<file path="config.mk">
export PLATFORM = sky130hd
export DESIGN_NAME = lc2k_multicycle_ctrl
export DESIGN_NICKNAME = d
export VERILOG_FILES = /design/src/rtl/lc2k_multicycle_ctrl.sv
export SDC_FILE = /design/constraint.sdc
export NUM_CORES = 1
export LEC_CHECK = 0
export ABC_CLOCK_PERIOD_IN_PS = 1800
export CAP_MARGIN = 20
export CORE_MARGIN = 2
export CORE_UTILIZATION = 32
export CTS_BUF_LIST = sky130_fd_sc_hd__clkbuf_4 sky130_fd_sc_hd__clkbuf_8
export DETAILED_ROUTE_END_ITERATION = 6
export GPL_TIMING_DRIVEN = 0
export HOLD_SLACK_MARGIN = 0.08
export PLACE_DENSITY = 0.94
export SLEW_MARGIN = 25
export SYNTH_ARGS = -nofsm -noshare
export SYNTH_HDL_FRONTEND = slang
export SYNTH_SLANG_ARGS = --single-unit
</file>
<file path="constraint.sdc">
create_clock -name clk -period 1.8 [get_ports clk]
set_input_delay 0.36 -clock clk [delete_from_list [all_inputs] [get_ports clk]]
set_output_delay 0.36 -clock clk [all_outputs]
set_load 0.005 [all_outputs]
</file>
<file path="src/rtl/lc2k_multicycle_ctrl.sv">
// LC2K multi-cycle controller: FETCH/DECODE/EXEC/MEM/WB/HALT sequencer with a
// req/ready handshake to a single shared instruction/data memory port.
// Optional performance counters are enabled by defining LC2K_CTRL_PERF_EN;
// without it, cycle_cnt/instr_cnt are tied to zero and no counter flops exist.
module lc2k_multicycle_ctrl #(
  parameter int CNT_W = 32
) (
  input  logic             clk,
  input  logic             rst,
  input  logic [2:0]       opcode,
  input  logic             alu_eq,
  input  logic             mem_ready,
  output logic             mem_req,
  output logic             mem_we,
  output logic             mem_addr_sel,
  output logic             ir_load,
  output logic             mdr_load,
  output logic             ab_load,
  output logic             aluout_load,
  output logic             pc_load,
  output logic [1:0]       pc_src,
  output logic             alu_srcB,
  output logic [1:0]       alu_op,
  output logic             reg_we,
  output logic             reg_dst,
  output logic [1:0]       wb_sel,
  output logic             halted,
  output logic [CNT_W-1:0] cycle_cnt,
  output logic [CNT_W-1:0] instr_cnt
);

  localparam logic [2:0] S_FETCH  = 3'd0;
  localparam logic [2:0] S_DECODE = 3'd1;
  localparam logic [2:0] S_EXEC   = 3'd2;
  localparam logic [2:0] S_MEM    = 3'd3;
  localparam logic [2:0] S_WB     = 3'd4;
  localparam logic [2:0] S_HALT   = 3'd5;

  localparam logic [2:0] OP_ADD  = 3'd0;
  localparam logic [2:0] OP_NOR  = 3'd1;
  localparam logic [2:0] OP_LW   = 3'd2;
  localparam logic [2:0] OP_SW   = 3'd3;
  localparam logic [2:0] OP_BEQ  = 3'd4;
  localparam logic [2:0] OP_JALR = 3'd5;
  localparam logic [2:0] OP_HALT = 3'd6;
  localparam logic [2:0] OP_NOOP = 3'd7;

  logic [2:0] state, state_nxt;

  // State register; reset lands in FETCH immediately.
  always_ff @(posedge clk or posedge rst) begin
    if (rst) state <= S_FETCH;
    else     state <= state_nxt;
  end

  // Output decode and next-state logic. All outputs are forced low while rst
  // is high so an in-flight memory request drops in the same cycle.
  always_comb begin
    state_nxt    = state;
    mem_req      = 1'b0;
    mem_we       = 1'b0;
    mem_addr_sel = 1'b0;
    ir_load      = 1'b0;
    mdr_load     = 1'b0;
    ab_load      = 1'b0;
    aluout_load  = 1'b0;
    pc_load      = 1'b0;
    pc_src       = 2'd0;
    alu_srcB     = 1'b0;
    alu_op       = 2'd0;
    reg_we       = 1'b0;
    reg_dst      = 1'b0;
    wb_sel       = 2'd0;
    halted       = 1'b0;
    if (!rst) begin
      case (state)
        S_FETCH: begin
          mem_req = 1'b1;
          if (mem_ready) begin
            ir_load   = 1'b1;
            pc_load   = 1'b1;
            state_nxt = S_DECODE;
          end
        end
        S_DECODE: begin
          ab_load = 1'b1;
          case (opcode)
            OP_HALT: state_nxt = S_HALT;
            OP_NOOP: state_nxt = S_FETCH;
            default: state_nxt = S_EXEC;
          endcase
        end
        S_EXEC: begin
          case (opcode)
            OP_ADD, OP_NOR: begin
              alu_srcB    = 1'b1;
              alu_op      = (opcode == OP_NOR) ? 2'd1 : 2'd0;
              aluout_load = 1'b1;
              state_nxt   = S_WB;
            end
            OP_LW, OP_SW: begin
              aluout_load = 1'b1;
              state_nxt   = S_MEM;
            end
            OP_BEQ: begin
              alu_op   = 2'd2;
              alu_srcB = 1'b1;
              if (alu_eq) begin
                pc_load = 1'b1;
                pc_src  = 2'd1;
              end
              state_nxt = S_FETCH;
            end
            OP_JALR: begin
              // Link PC+1 into regB and jump to regA latched in DECODE.
              reg_we    = 1'b1;
              wb_sel    = 2'd2;
              pc_load   = 1'b1;
              pc_src    = 2'd2;
              state_nxt = S_FETCH;
            end
            default: state_nxt = S_FETCH;
          endcase
        end
        S_MEM: begin
          mem_req      = 1'b1;
          mem_addr_sel = 1'b1;
          mem_we       = (opcode == OP_SW);
          if (mem_ready) begin
            if (opcode == OP_SW) begin
              state_nxt = S_FETCH;
            end else begin
              mdr_load  = 1'b1;
              state_nxt = S_WB;
            end
          end
        end
        S_WB: begin
          reg_we = 1'b1;
          if (opcode != OP_LW) begin
            reg_dst = 1'b1;
            wb_sel  = 2'd1;
          end
          state_nxt = S_FETCH;
        end
        S_HALT: begin
          halted = 1'b1;
        end
        default: state_nxt = S_FETCH;
      endcase
    end
  end

`ifdef LC2K_CTRL_PERF_EN
  localparam logic [CNT_W-1:0] CNT_MAX = {CNT_W{1'b1}};
  localparam logic [CNT_W-1:0] CNT_ONE = {{(CNT_W-1){1'b0}}, 1'b1};

  logic [CNT_W-1:0] cyc_q, ins_q;

  // Saturating perf counters; both freeze once the core has halted.
  always_ff @(posedge clk or posedge rst) begin
    if (rst) begin
      cyc_q <= '0;
      ins_q <= '0;
    end else begin
      if (state != S_HALT && cyc_q != CNT_MAX) cyc_q <= cyc_q + CNT_ONE;
      if (state == S_DECODE && ins_q != CNT_MAX) ins_q <= ins_q + CNT_ONE;
    end
  end

  assign cycle_cnt = cyc_q;
  assign instr_cnt = ins_q;
`else
  assign cycle_cnt = '0;
  assign instr_cnt = '0;
`endif

endmodule

</file>
# Word level (Yosys, flattened, before mapping)
# Cells that the tools add are included.
# word_totals
regBits	3
latchBits	0
ramBits	0
rom_bits	0
in_bits	7
out_inout_bits	82
memories	0
# op_classes
addsub	0
n_mul	0
div_mod_pow	0
order_cmp	0
n_eq_ne	15
n_shift	0
muxes	51
bitwise	2
reduce_logical	8
# ops
op	count
two-way mux 1 bit	33
== test 3 bit, second input constant	6
case mux 3 bit (5 select lines)	1
== test 3 x 2 -> 1 bit, second input constant	4
two-way mux 2 bit	6
case mux 2 bit (2 select lines)	3
case mux 3 bit (2 select lines)	2
two-way mux 3 bit	3
== test 3 x 1 -> 1 bit, second input constant	2
zero test 3 bit	2
case mux 1 bit (2 select lines)	3
OR reduction 2 bit	3
!= test 2 bit, second input constant	2
AND reduction 4 bit	1
OR reduction 4 bit	1
!= test 3 x 2 -> 1 bit, second input constant	1
OR reduction 3 bit	1
NOT 1 bit	2

# Depth between registers and ports, before layout
# Gate-level depths: netlist of run 1.
# depth
depth_word	5
ltp_mapped	6
depth_no_buf	4

# Worst setup path after synthesis of run 1
# No wires, ideal clock.
# synth_timing
path_kind	register to output
from	register state[0]
to	output port alu_srcB
t_arrival_ps	1283
setup_slack_ps	157
stages_incl_launch_ff	6
n_path_buf	2
path_cell_list	dfrtp_1 > buf_6 > or2_1 > buf_6 > or3_4 > a21oi_2
# synth_via
elab_chain_cells	3
# synth_lines
element	line_no	source
start: declaration	48	logic [2:0] state, state_nxt;
start signal: assignment	53	else state <= state_nxt;
== test 3 x 2 -> 1 bit	76	case (state)
two-way mux 1 bit	76	
two-way mux 1 bit	75	if (!rst) begin
end: declaration	22	output logic alu_srcB,
# No other way between the ends.

# Worst setup path after layout of run 1
# layout_timing
from	register state[0]
to	output port pc_src[0]
# layout_via
elab_chain_cells	3
# layout_lines
element	line_no	source
== test 3 x 2 -> 1 bit	76	
two-way mux 2 bit	76	
two-way mux 2 bit	75	
end: declaration	21	output logic [1:0] pc_src,
# No other way between the ends.

==> impl_metrics.env, run 1 <==
export IMPL_finalHoldViolCount=0
export IMPL_intPower_uw=578
export IMPL_clock_sinks=3
export IMPL_power_switching_uw=409
export IMPL_largest_reg_flops=3
export IMPL_drtAntennaViolNets=0
export IMPL_cp_max_fo=6
export IMPL_drive_gt1_share_pct=51.7
export IMPL_holdWs_ns=0.460
export IMPL_synth_area_leaders="buf_4 (48%), dfrtp_1 (7.6%), buf_6 (5.7%)"
export IMPL_rows=20
export IMPL_yosysMostFrequentCell="buf_4"
export IMPL_core_um2=3000
export IMPL_top_register="state"
export IMPL_dr_total_vias=1002
export IMPL_grt_first_pass_wirelength_mm=3.79
export IMPL_status="finished, violations left"
export IMPL_critPathLaunchType="register"
export IMPL_cp_slowest_cell="dfrtp_2"
export IMPL_max_freq_ghz=0.493
export IMPL_clkLatencyLatePin_ns=0.24
export IMPL_yosysSeqAreaShare_pct=7.58
export IMPL_crit_required_ns=1.44
export IMPL_nFillCells=282
export IMPL_overflow=0
export IMPL_path_cells="or2_1, buf_6, nor3_4, nand2_2, buf_6, nor3b_2, buf_2"
export IMPL_cp_slowest_stage_delay_ns=0.42
export IMPL_die_area_um2=3560
export IMPL_wl_per_cell_um=9.66
export IMPL_hold_path_depth=3
export IMPL_clk_pin_slew_ns=0.04
export IMPL_maxSlewViolCount=0
export IMPL_drt_iter0_drc=24
export IMPL_finalWeightedCongestion=0.807
export IMPL_die_height_um=59.7
export IMPL_grt_max_degree=11
export IMPL_min_period_ns=2.03
export IMPL_synth_seq_cells=3
export IMPL_p_leak_uw=0.00101
export IMPL_ir_drop_v=0.000220
export IMPL_wl_mm=2.62
export IMPL_synthTopCellsByCount="buf_4 (64), nor2_1 (12), nor3_1 (7)"
export IMPL_clockBufferDepth=2
export IMPL_syn2layout_area_growth_pct=66.5
export IMPL_ys_warn_count=0
export IMPL_rsz0062_at_grt="yes"
export IMPL_layout_nets=246
export IMPL_final_setup_viol_count=11
export IMPL_cp_common_cell="buf_6"
export IMPL_track_usage_pct=14.6
export IMPL_drt_drc_violations_left=0
export IMPL_rrSetupSlack_ns=0.33
export IMPL_syn_cell_area_um2=991
export IMPL_period_share_pct=113
export IMPL_antenna_cells=0
export IMPL_synth_area_per_cell_um2=7.34
export IMPL_crit_family="simple AND/OR/NAND/NOR gates"
export IMPL_yosysTopAreaCell="buf_4"
export IMPL_ff_latch_area_um2=76.3
export IMPL_p_per_area_nw_per_um2=598
export IMPL_setup_slack_ns=-0.227
export IMPL_clock_power_share_pct=14.1
export IMPL_clock_skew_ns=0.00472
export IMPL_violations="negative setup slack"
export IMPL_drv_cap=0
export IMPL_pwr_share_comb_pct=74.0
export IMPL_seq_power_share_pct=11.9
export IMPL_synth_edf_count=0
export IMPL_synthFlopType="dfrtp_1"
export IMPL_port_buffers=23
export IMPL_crit_arrival_ns=1.67
export IMPL_dr_pass1_iters=4
export IMPL_htreeDepth=1
export IMPL_synth_top_area_share_pct=48.5
export IMPL_cts_tree="yes"
export IMPL_syn_inst=135
export IMPL_min_path_type="primary input to register"
export IMPL_grt_pass1_vias=843
export IMPL_root_buffer="clkbuf_4"
export IMPL_async_reset_ff_share_pct=100
export IMPL_via_per_inst=3.70
export IMPL_top_regs="state x3"
export IMPL_numCtsBuffers=3
export IMPL_multi_input_area_um2=673
export IMPL_crit_path_end_kind="primary output"
export IMPL_tns_ns=-1.19
export IMPL_synth_cell_types=33
export IMPL_dp_hpwl_mm=1.79
export IMPL_cp_num_buf_inv=3
export IMPL_swShare_pct=41.4
export IMPL_ff2ff_path_depth=5
export IMPL_dieWidth_um=59.7
export IMPL_antenna_found_initial=0
export IMPL_pin_count=89
export IMPL_initial_core_util_pct=33.0
export IMPL_crit_type="register to primary output"
export IMPL_path_depth=7
## cells by family after synthesis
logic type,count (synthesis),share of synthesized area (%)
other,1,0.378
flip-flops,3,7.58
buffers and inverters,74,56.4
AND/OR/NAND/NOR,43,26.4
AO/OA/AOI/OAI,13,8.33
XOR/XNOR,1,0.884
## area by class of cell
cell class | instances | share of cell area [%]
plain buffers | 70 | 33.0
flip-flops and latches | 3 | 4.62
repair buffers | 38 | 16.8
well taps | 33 | 2.50
clock buffers | 4 | 1.82
inverters | 2 | 0.455
multi-input cells | 121 | 40.8
## layer usage
metal	global-route usage, %	part of all wire (%)	wire length [um]	vias up
met5	0	0	0	-
met4	9.21	3.1	80	0
met3	2.81	8.6	226	7
met2	27.5	56	1460	54
met1	14.2	33	852	426
li1	-	-	-	515
## power by group through the flow
stage / clock (uW) / sequential (uW) / combinational, uW
2_1_floorplan: 0 / 102 / 451
3_3_place_gp: 0 / 103 / 593
3_5_place_dp: 0 / 105 / 601
4_1_cts: 134 / 117 / 699
5_1_grt: 147 / 122 / 797
6_report: 139 / 117 / 730
## final timing paths
| check | startpoint | to |
|---|---|---|
| hold reg to reg | state[0] | state[1] |
| hold / removal | rst | state[1] |
| setup / recovery | state[0] | pc_src[0] |
| min in group asynchronous | rst | state[1] |
| setup reg to reg | state[2] | state[0] |
| max in group asynchronous | rst | state[0] |
## cells in the final DEF, fill, tap and decap left out, types with 2 or more instances in the layout
cell             synthesis  layout
a21oi_2                  1       2
and3_1                   3       3
buf_2                    3      14
buf_4                   64      75
buf_6                    5       9
clkbuf_4                 0       4
clkdlybuf4s50_1          0       2
conb_1                   1      64
dfrtp_1                  3       2
dlygate4sd2_1            0       6
inv_1                    2       2
nand2_1                  5       4
nand2b_4                 0       3
nor2_1                  12      10
nor3_1                   7       2
nor3_2                   0       3
nor3_4                   1       3
o21ai_0                  5       5
## worst register-to-register path: stages (launching register included)
cell and delay [ns]:
dfrtp_1 0.36, buf_6 0.12, buf_4 0.14, buf_4 0.16
o311ai_0 0.39, o211ai_1 0.16
## what timing repair did
item                       CTS  global route
setup buffers               13             1
hold endpoints to repair     3             0
hold buffers                 1             0
resized for setup           86             5
setup endpoints to repair   18            13
pin swaps                   13             4
## through the flow
step                util (%)  power [uW]  worst slack (ns)  instance area (um2)  instances
floorplan                  -         553             0.157                 1230        198
global placement        49.9         696            -0.611                 1500        254
detailed placement      49.9         706            -0.628                 1500        254
CTS                     54.7         950            -0.215                 1640        271
global route            55.0        1070            -0.296                 1650        271
finish                  55.0         987            -0.227                 1650        271
Power figures use the tool's default switching activity.
==> run 2: changes to the inputs <==
- CORE_ASPECT_RATIO: unset -> 0.8
- PLACE_DENSITY: 0.94 -> 0.87
==> impl_metrics.env, run 2 (same netlist as run 1, synthesis figures left out) <==
export IMPL_status="finished, violations left"
export IMPL_violations="negative setup slack"
export IMPL_setup_slack_ns=-0.139
export IMPL_min_period_ns=1.94
export IMPL_tns_ns=-0.590
export IMPL_layout_nets=247
export IMPL_pwr_share_comb_pct=70.0
export IMPL_clock_skew_ns=0.000978
export IMPL_r2r_start="state[0]"
export IMPL_drive_gt1_share_pct=51.0
export IMPL_dp_cells=261
export IMPL_htreeDepth=1
export IMPL_drtAntennaViolNets=0
export IMPL_max_freq_ghz=0.516
export IMPL_via_per_inst=3.50
export IMPL_min_path_type="primary input to register"
export IMPL_drv_cap=0
export IMPL_antenna_found_initial=0
export IMPL_drt_iter0_drc=57
export IMPL_intPower_uw=663
export IMPL_finalHoldViolCount=0
export IMPL_dp_hpwl_mm=1.74
export IMPL_top_register="state"
export IMPL_path_cells="or2_1, buf_6, or3_4, a21oi_2, buf_2"
export IMPL_dieWidth_um=66.2
export IMPL_finalWeightedCongestion=0.824
export IMPL_clock_sinks=3
export IMPL_dr_pass1_iters=4
export IMPL_p_total_uw=1070
export IMPL_whs_endpoint="state[1]"
export IMPL_core_um2=3020
export IMPL_initial_core_util_pct=32.8
export IMPL_crit_path_end_kind="primary output"
export IMPL_crit_family="simple AND/OR/NAND/NOR gates"
export IMPL_period_share_pct=108
export IMPL_syn2layout_area_growth_pct=68.1
export IMPL_crit_arrival_ns=1.58
export IMPL_seq_power_share_pct=10.6
export IMPL_dr_total_vias=977
export IMPL_rr_endpoint="state[2]"
export IMPL_grt_pass1_vias=766
export IMPL_port_buffers=23
export IMPL_clock_power_share_pct=19.4
export IMPL_numCtsBuffers=3
export IMPL_p_per_area_nw_per_um2=645
export IMPL_pin_count=89
export IMPL_maxSlewViolCount=0
export IMPL_cp_num_buf_inv=2
export IMPL_rrSetupSlack_ns=0.44
export IMPL_clkLatencyLatePin_ns=0.21
export IMPL_top_regs="state x3"
export IMPL_root_buffer="clkbuf_8"
export IMPL_power_switching_uw=412
export IMPL_track_usage_pct=11.6
export IMPL_overflow=0
export IMPL_nFillCells=301
export IMPL_p_leak_uw=0.00101
export IMPL_crit_required_ns=1.44
export IMPL_cp_slowest_cell="dfrtp_2"
export IMPL_clk_pin_slew_ns=0.03
export IMPL_wl_per_cell_um=8.70
export IMPL_finalNonFillerCells=279
export IMPL_critPathLaunchType="register"
export IMPL_swShare_pct=38.3
export IMPL_worstHoldStart="rst"
export IMPL_layout_common_cells="buf_4 (77), conb_1 (64), buf_2 (13)"
export IMPL_largest_reg_flops=3
export IMPL_cts_tree="yes"
export IMPL_grt_max_degree=11
export IMPL_cp_max_fo=6
export IMPL_antenna_cells=0
export IMPL_final_common_cell="buf_4"
export IMPL_placedInstanceArea_um2=1510
export IMPL_crit_type="register to primary output"
export IMPL_rows=18
export IMPL_drt_drc_violations_left=0
export IMPL_die_height_um=53.8
export IMPL_final_setup_viol_count=6
export IMPL_die_area_um2=3560
export IMPL_wl_mm=2.43
export IMPL_hold_path_depth=3
export IMPL_cp_slowest_stage_delay_ns=0.40
export IMPL_clockBufferDepth=2
export IMPL_final_cell_area_um2=1670
export IMPL_rsz0062_at_grt="yes"
export IMPL_ir_drop_v=0.000273
export IMPL_ff2ff_path_depth=6
export IMPL_grt_first_pass_wirelength_mm=3.33
export IMPL_fin_util_pct=55.2
==> run 2: changes by cell type in the layout (fill, tap and decap cells not counted), sizes merged <==
| cell | before | now |
|---|---|---|
| clkbuf | 5 | 6 |
==> run 2: final cells by class <==
type                       count  area [um2]  area share (%)
sequential                     3        76.3            4.58
inverter                       2        7.51           0.451
timing repair buffer          39         278            16.7
tap                           40        50.0            3.01
multi-input combinational    121         657            39.4
buffer                        70         548            32.9
clock buffer                   4        48.8            2.93
==> run 2: power groups by stage <==
stage	logic, uW	registers (uW)	clock network, uW
after detailed placement	604	103	0
after global routing	817	117	222
after floorplan	451	102	0
final	752	114	208
after global placement	593	103	0
after CTS	664	114	212
==> run 2: worst max path at each step <==
| stage | slack [ns] | startpoint | depth (start not counted) | endpoint |
|---|---|---|---|---|
| after global routing | -0.22 | state[0] | 7 | pc_src[0] |
| after global placement | -0.59 | opcode[2] | 6 | reg_we |
| after floorplan | 0.16 | state[0] | 5 | alu_srcB |
| final | -0.14 | state[0] | 5 | alu_srcB |
| after detailed placement | -0.61 | opcode[2] | 6 | reg_we |
| after CTS | -0.15 | state[0] | 7 | pc_src[0] |
==> run 2: repair_timing <==
| item | CTS | global route |
|---|---|---|
| pin swaps | 9 | 9 |
| hold buffers | 1 | 0 |
| hold endpoints to repair | 3 | 0 |
| setup endpoints to repair | 18 | 12 |
| gates resized for setup | 80 | 6 |
| buffers inserted | 8 | 7 |
==> run 2: worst reg2reg max path, cell delays in order, from the launching register on <==
cell	delay [ns]
dfrtp_2	0.40
buf_4	0.13
buf_4	0.15
nor2b_1	0.15
nor3_1	0.17
o22ai_1	0.11
a31oi_1	0.16
==> run 2: per-layer routing <==
layer / wire (um) / share of wire [%] / track usage, % / vias to the layer above
li1: - / - / - / 518
met1: 960 / 40 / 13.8 / 419
met2: 1320 / 54 / 24.2 / 40
met3: 150 / 6.2 / 0.837 / 0
met4: 0 / 0 / 0 / 0
met5: 0 / 0 / 0 / -
==> run 2: stage by stage <==
stage / hold slack [ns] / worst slack [ns]
floorplan: 0.243 / 0.157
finish: 0.469 / -0.139
global placement: 0.262 / -0.586
CTS: 0.450 / -0.153
global route: 0.497 / -0.225
detailed placement: 0.266 / -0.611
==> run 3: changes to the inputs <==
- CELL_PAD_IN_SITES_DETAIL_PLACEMENT: unset -> 1
- CELL_PAD_IN_SITES_GLOBAL_PLACEMENT: unset -> 1
- CORE_UTILIZATION: 32 -> 20
- PLACE_DENSITY: 0.87 -> 0.85
==> impl_metrics.env, run 3 (same netlist as run 1, synthesis figures left out) <==
export IMPL_dr_pass1_iters=3
export IMPL_wl_per_cell_um=9.84
export IMPL_crit_family="simple AND/OR/NAND/NOR gates"
export IMPL_max_freq_ghz=0.494
export IMPL_p_per_area_nw_per_um2=618
export IMPL_track_usage_pct=9.77
export IMPL_core_um2=4680
export IMPL_layout_common_cells="buf_4 (78), conb_1 (64), buf_2 (12)"
export IMPL_critPathLaunchType="register"
export IMPL_power_switching_uw=407
export IMPL_p_leak_uw=0.00104
export IMPL_finalWeightedCongestion=0.767
export IMPL_crit_arrival_ns=1.66
export IMPL_clock_sinks=3
export IMPL_path_cells="or2_1, buf_6, nor3_4, buf_6, nand2_4, o21bai_1, buf_2"
export IMPL_min_period_ns=2.02
export IMPL_cp_num_buf_inv=3
export IMPL_rows=22
export IMPL_min_path_type="primary input to register"
export IMPL_intPower_uw=652
export IMPL_finalHoldViolCount=0
export IMPL_period_share_pct=112
export IMPL_root_buffer="clkbuf_8"
export IMPL_port_buffers=23
export IMPL_crit_type="register to primary output"
export IMPL_maxSlewViolCount=0
export IMPL_dp_cells=281
export IMPL_cp_common_cell="buf_6"
export IMPL_nFillCells=610
export IMPL_setup_slack_ns=-0.222
export IMPL_wl_mm=2.94
export IMPL_dieWidth_um=82.7
export IMPL_path_depth=7
export IMPL_die_height_um=67.0
export IMPL_syn2layout_area_growth_pct=72.9
export IMPL_crit_required_ns=1.44
export IMPL_pin_count=89
export IMPL_multi_input_area_um2=666
export IMPL_antenna_cells=0
export IMPL_top_regs="state x3"
export IMPL_initial_core_util_pct=21.2
export IMPL_final_common_cell="buf_4"
export IMPL_ff2ff_path_depth=6
export IMPL_drive_gt1_share_pct=51.5
export IMPL_grt_max_degree=11
export IMPL_seq_power_share_pct=11.5
export IMPL_final_setup_viol_count=9
export IMPL_ir_drop_v=0.000344
export IMPL_rsz0062_at_grt="yes"
export IMPL_status="finished, violations left"
export IMPL_clkLatencyLatePin_ns=0.21
export IMPL_top_register="state"
export IMPL_cp_max_fo=6
export IMPL_dr_total_vias=1006
export IMPL_overflow=0
export IMPL_layout_nets=247
export IMPL_numCtsBuffers=3
export IMPL_dp_hpwl_mm=2.16
export IMPL_swShare_pct=38.4
export IMPL_cts_tree="yes"
export IMPL_antenna_found_initial=0
export IMPL_drt_drc_violations_left=0
export IMPL_htreeDepth=1
export IMPL_crit_path_end_kind="primary output"
export IMPL_clockBufferDepth=2
export IMPL_finalNonFillerCells=299
export IMPL_drt_iter0_drc=29
export IMPL_violations="negative setup slack"
export IMPL_drtAntennaViolNets=0
export IMPL_clk_pin_slew_ns=0.03
export IMPL_largest_reg_flops=3
export IMPL_clock_power_share_pct=19.7
export IMPL_drv_cap=0
export IMPL_tns_ns=-1.33
export IMPL_via_per_inst=3.36
export IMPL_grt_pass1_vias=882
export IMPL_grt_first_pass_wirelength_mm=4.19
export IMPL_clock_skew_ns=0.000675
export IMPL_cp_slowest_stage_delay_ns=0.43
export IMPL_die_area_um2=5540
export IMPL_pwr_share_comb_pct=68.8
export IMPL_cp_slowest_cell="dfrtp_2"
export IMPL_ff_latch_area_um2=76.3
export IMPL_hold_path_depth=3
-- run 3: repair_timing --
item                                    4_1_cts  5_1_grt
endpoints found under the hold margin         3        0
gates cloned                                  0        0
hold buffers                                  1        0
endpoints found under the setup margin       18       17
resized for setup                            73       10
buffers inserted                             12        2
pin swaps                                    12        7
-- run 3: path summary, 6_finish.rpt --
kind                       slack, ns  endpoint  startpoint
setup reg to reg                0.48  state[0]    state[0]
hold / removal                  0.47  state[1]         rst
max in group asynchronous       1.04  state[0]         rst
min in group asynchronous       0.61  state[2]         rst
hold reg to reg                 0.67  state[0]    state[0]
setup / recovery               -0.22   pc_load    state[0]
-- run 3: layout make-up --
cell class / count / share of cell area (%)
clock buffers: 4 / 2.85
multi-input cells: 121 / 38.9
flip-flops and latches: 3 / 4.46
well taps: 60 / 4.38
plain buffers: 71 / 32.4
repair buffers: 38 / 16.6
inverters: 2 / 0.438
-- run 3: per-stage QoR --
stage	instance area (um2)	hold slack (ns)	utilization (%)	power, uW	setup slack (ns)
after global routing	1710	0.488	36.6	1140	-0.272
after CTS	1700	0.464	36.3	1040	-0.231
after global placement	1530	0.269	32.8	710	-0.607
final	1710	0.469	36.6	1060	-0.222
after floorplan	1230	0.243	-	553	0.157
after detailed placement	1530	0.274	32.8	721	-0.599
-- run 3: routing by layer --
layer	global-route usage, %	part of all wire (%)
met4	1.84	0
met3	1.08	5.7
met1	11.4	37
met5	0	0
met2	19.0	57
-- run 3: worst min-delay path: cells and delay by family --
kind | cells | cell delay (ns)
buffers and inverters | 1 | 0.11
AO/OA/AOI/OAI | 2 | 0.17
-- run 3: power by group through the flow --
| stage | clock, uW | combinational [uW] | sequential (uW) |
|---|---|---|---|
| 4_1_cts | 212 | 716 | 109 |
| 3_3_place_gp | 0 | 607 | 103 |
| 2_1_floorplan | 0 | 451 | 102 |
| 5_1_grt | 221 | 798 | 123 |
| 3_5_place_dp | 0 | 617 | 105 |
| 6_report | 209 | 728 | 121 |
